[src/rtl/plab3_proc_fetch_unit.sv]
// Instruction fetch unit: issues sequential imem requests from a fetch PC,
// tracks outstanding requests in an in-order tag FIFO, squashes stale
// responses after a redirect and forwards live responses to decode with
// zero latency.
// Optional feature macro: PLAB3_PROC_FETCH_DOMAIN_CHECK_EN enables the
// security-domain check on responses (mismatch consumed, fault pulsed).
module plab3_proc_fetch_unit #(
  parameter int          p_max_inflight = 2,
  parameter logic [31:0] c_reset_vector = 32'h1000
) (
  input  logic        clk,
  input  logic        reset,
  input  logic        sec_domain,
  input  logic        redirect_val,
  input  logic [31:0] redirect_pc,
  output logic        imemreq_val,
  input  logic        imemreq_rdy,
  output logic [31:0] imemreq_addr,
  output logic        imemreq_domain,
  input  logic        imemresp_val,
  output logic        imemresp_rdy,
  input  logic [31:0] imemresp_data,
  input  logic        imemresp_domain,
  output logic        inst_val,
  input  logic        inst_rdy,
  output logic [31:0] inst,
  output logic [31:0] inst_pc,
  output logic        fault
);

  localparam int CW = $clog2(p_max_inflight) + 1;
  localparam int PW = (p_max_inflight > 1) ? $clog2(p_max_inflight) : 1;
  localparam logic [PW-1:0] LAST_PTR = PW'(p_max_inflight - 1);
  localparam logic [CW-1:0] MAX_CNT  = CW'(p_max_inflight);

  logic [31:0]   pc;
  logic [CW-1:0] inflight;
  logic [CW-1:0] drop_cnt;
  logic [PW-1:0] head;
  logic [PW-1:0] tail;
  logic [31:0]   tag_pc  [p_max_inflight];
  logic          tag_dom [p_max_inflight];
  logic [31:0]   head_pc;
  logic          head_dom;
  logic          mismatch;
  logic          req_fire;
  logic          resp_fire;

  // Circular pointer advance that also works for non-power-of-two depths.
  function automatic logic [PW-1:0] next_ptr(input logic [PW-1:0] p);
    return (p == LAST_PTR) ? '0 : p + 1'b1;
  endfunction

  // Oldest outstanding request's tag, paired with the response at the port.
  always_comb begin
    head_pc  = tag_pc[head];
    head_dom = tag_dom[head];
  end

`ifdef PLAB3_PROC_FETCH_DOMAIN_CHECK_EN
  assign mismatch = !reset && imemresp_val && (drop_cnt == '0) &&
                    (imemresp_domain != head_dom);
`else
  logic unused_dom;
  assign unused_dom = imemresp_domain ^ head_dom;
  assign mismatch   = 1'b0;
`endif

  assign imemreq_val    = !reset && !redirect_val && (inflight < MAX_CNT);
  assign imemreq_addr   = pc;
  assign imemreq_domain = sec_domain;
  assign req_fire       = imemreq_val && imemreq_rdy;

  // Stale (dropped) and mismatched responses are always sunk; live ones wait
  // for decode.
  assign imemresp_rdy = ((drop_cnt != '0) || redirect_val || mismatch) ? 1'b1 : inst_rdy;
  assign resp_fire    = imemresp_val && imemresp_rdy;

  assign inst_val = !reset && imemresp_val && (drop_cnt == '0) && !redirect_val && !mismatch;
  assign inst     = imemresp_data;
  assign inst_pc  = head_pc;
  assign fault    = mismatch;

  // Fetch PC: reset vector, redirect target, or sequential advance.
  always_ff @(posedge clk) begin
    if (reset)             pc <= c_reset_vector;
    else if (redirect_val) pc <= redirect_pc;
    else if (req_fire)     pc <= pc + 32'd4;
  end

  // Occupancy, squash count and FIFO pointers.
  always_ff @(posedge clk) begin
    if (reset) begin
      inflight <= '0;
      drop_cnt <= '0;
      head     <= '0;
      tail     <= '0;
    end else begin
      case ({req_fire, resp_fire})
        2'b10:   inflight <= inflight + 1'b1;
        2'b01:   inflight <= inflight - 1'b1;
        default: inflight <= inflight;
      endcase
      // Everything still outstanding at a redirect is stale; a response
      // leaving this cycle is already accounted for.
      if (redirect_val)
        drop_cnt <= inflight - CW'(resp_fire);
      else if (resp_fire && (drop_cnt != '0))
        drop_cnt <= drop_cnt - 1'b1;
      if (req_fire)  tail <= next_ptr(tail);
      if (resp_fire) head <= next_ptr(head);
    end
  end

  // Tag storage: written on request fire, never reset.
  always_ff @(posedge clk) begin
    if (req_fire) begin
      tag_pc[tail]  <= pc;
      tag_dom[tail] <= sec_domain;
    end
  end

endmodule

[config.mk]
export PLATFORM = sky130hd
export DESIGN_NAME = plab3_proc_fetch_unit
export DESIGN_NICKNAME = d
export VERILOG_FILES = /design/src/rtl/plab3_proc_fetch_unit.sv
export SDC_FILE = /design/constraint.sdc
export NUM_CORES = 1
export LEC_CHECK = 0
export CAP_MARGIN = 10
export CORE_UTILIZATION = 45
export DETAILED_ROUTE_END_ITERATION = 16
export GPL_ROUTABILITY_DRIVEN = 1
export MAX_ROUTING_LAYER = met4
export PLACE_DENSITY = 0.86
export RECOVER_POWER = 50
export SETUP_SLACK_MARGIN = 0.02
export SYNTH_ARGS = -nofsm -noshare
export SYNTH_HDL_FRONTEND = slang
export SYNTH_SLANG_ARGS = --single-unit
[constraint.sdc]
create_clock -name clk -period 3.1 [get_ports clk]
set_input_delay 0.465 -clock clk [delete_from_list [all_inputs] [get_ports clk]]
set_output_delay 0.465 -clock clk [all_outputs]
set_load 0.01 [all_outputs]
==> metrics.txt <==
share of cells above drive strength 1=16.0%; Clk pin slew, worst setup/hold paths=0.10 ns; chip height=106 um; FF+latch count, synth=103; floorplan row count=37; DP Area=5770 um^2; worst setup margin=0.533 ns; sequential fraction of the synthesis area=55.9%; DRT iter0 DRCs=155; Yosys top cell area share=39.8%; Clk pwr share=29.2%; first drt pass iteration count=5; hpwl dp=7530 um; crit path buf inv count=2; fmax=390 MHz; Core Area=10400 um^2; CTS buffer count=9; post-CTS sizing=0; max_cap viols=0; CP max-delay cell=clkbuf_1; most frequent cell after synthesis=edfxtp_1; Die ar.=11200 um^2; family with the most delay on the worst path=buffers and inverters; CTS root buffer=clkbuf_8; Routed WL per cell=17.6 um; io pins=173; P_int=2.17 mW; Syn. warnings=0; hold buffers post-CTS=0; starting density of the core=46.6%; Residual DRC=0; H-tree levels=3; Max stage delay on crit path=1.04 ns; status=finished, final reports clean; final setup fails=0; CTS Sinks=103; PortBufs=104; largest net degree at the start of global routing=38; vias in the first global route=3316; global-route wire length before repair=16900 um; Global Route Usage Sum=20.2%; number of distinct library cells after synthesis=58; sw power=740 uW; CP arrival=2.81 ns; largest cells by area after synthesis=edfxtp_1, dfxtp_1, mux2_2; static leakage=2.09 nW; Syn Inst Count=404; Max IR drop VDD=283 uV; Final Slew Violations=0; Logic pwr share=16.3%; syn_area_per_cell=12.0 um^2; Post-Synthesis Cell Area=4830 um^2; sequential share of power=54.5%; initial antenna violation count=0; Critical Path, Cell by Cell=clkdlybuf4s50_1 > clkbuf_1 > or2_2 > a21oi_1 > a2111oi_0; CTS tree=done; Crit. End Element=flip-flop; Top FF cell, synth=edfxtp_1; Startpoint Class=primary input; setup repair bufs after CTS=0; PwrDens=487 nW/um^2; Clock Latency Late Sink=0.36 ns; Area Growth Syn to Fin=23.4%; dpl ws=0.520 ns; critical path peak fanout=28; syn_nets=480; Tcrit/Tclk final=82.8%; Tmin final=2.57 ns; design area=5960 um^2; Hold Crit Class=flip-flop to flip-flop; slew margin rel.=7.90%; Hold Slack=0.500 ns; Chip Width=106 um; Setup CP Type=primary input to flip-flop; routed wire length=10800 um; Final Wtd Congestion=0.852; actual transition at the worst max-transition pin=1.38 ns; Detail Route Antenna Nets=0; top cells by count, synth=edfxtp_1, dfxtp_1, nor2_1, buf_4, mux2_2; Switching Share=25.5%; Diodes inserted=0; Final Hold Violating Endpoints=0; area leader, netlist=edfxtp_1; unrepaired setup endpoints after global routing=false; via count=3337; EDFF count, synth=64; Crit path required time=3.34 ns; Congestion Overflow GR=0; via/cell ratio=5.45; Setup TNS Final=0 ns; Final nets=547; clock buffer depth=2; FFs w/ async S/R, synth=0%; Max Clock Skew=0.00983 ns
power groups by stage:
stage	sequential [mW]	combinational, mW	clock (mW)
final	1.58	0.475	0.848
after global routing	1.59	0.510	0.914
after CTS	1.58	0.485	0.863
after detailed placement	1.62	0.481	0
after global placement	1.61	0.468	0
after floorplan	1.60	0.290	0
registers in the layout, summed over array words and instances, names as in the netlist, named ones only:
name	count
head	1
drop_cnt	2
imemreq_addr	32
tag_pc	64
inflight	2
tail	1
cell type report:
cell class	count	area, um^2
clock buffers	9	124
clock inverters	7	78.8
fillers	865	4410
inverters	9	33.8
multi-input cells	237	1750
flip-flops and latches	103	2700
well taps	136	170
repair buffers	111	1110
through the flow:
stage | utilization, % | total power [mW] | instances
after floorplan | - | 1.89 | 404
after global placement | 55.6 | 2.08 | 596
after detailed placement | 55.6 | 2.10 | 596
after CTS | 57.6 | 2.93 | 612
after global routing | 57.5 | 3.02 | 612
final | 57.5 | 2.91 | 612
worst paths after layout:
| check | from | endpoint | slack, ns | cells after the start |
|---|---|---|---|---|
| worst max-delay path | redirect_val | imemreq_addr[27] | 0.53 | 5 |
| worst min-delay path | imemreq_addr[1] | tag_pc[0][1] | 0.50 | 0 |
| worst max register to register | imemreq_addr[8] | imemreq_addr[22] | 1.01 | 5 |
| worst min register to register | imemreq_addr[1] | tag_pc[0][1] | 0.50 | 0 |
per-layer routing:
layer / track usage (%) / wire [um]
met4: 8.53 / 301
met3: 3.71 / 699
met2: 33.4 / 5340
met1: 24.3 / 4420
met5: - / 0
cell families after synthesis:
kind of cell | after synthesis | share of synthesized area [%]
flip-flops | 103 | 55.9
AND/OR/NAND/NOR | 121 | 14.5
XOR/XNOR | 27 | 4.89
multiplexers | 38 | 8.80
other | 1 | 0.0776
buffers and inverters | 64 | 8.26
adder cells (fa/ha/maj) | 4 | 1.04
AO/OA/AOI/OAI | 46 | 6.50
cells in the final DEF (no fill, tap or decap), types with 3 or more instances in the layout:
| cell type | instances |
|---|---|
| a211oi_1 | 13 |
| a21oi_1 | 16 |
| and2_1 | 4 |
| and3_1 | 6 |
| and3_2 | 3 |
| and4_1 | 3 |
| buf_4 | 4 |
| clkbuf_8 | 9 |
| clkdlybuf4s50_1 | 84 |
| dfxtp_1 | 39 |
| dlygate4sd3_1 | 19 |
| edfxtp_1 | 64 |
| ha_1 | 4 |
| inv_1 | 8 |
| mux2_2 | 32 |
| mux2i_1 | 5 |
| nand2_1 | 17 |
| nand3_1 | 14 |
| nand4_1 | 5 |
| nor2_1 | 33 |
| nor3_1 | 8 |
| o22ai_1 | 3 |
| xnor2_1 | 18 |
| xor2_1 | 9 |
(Power assumes the default switching activity.)
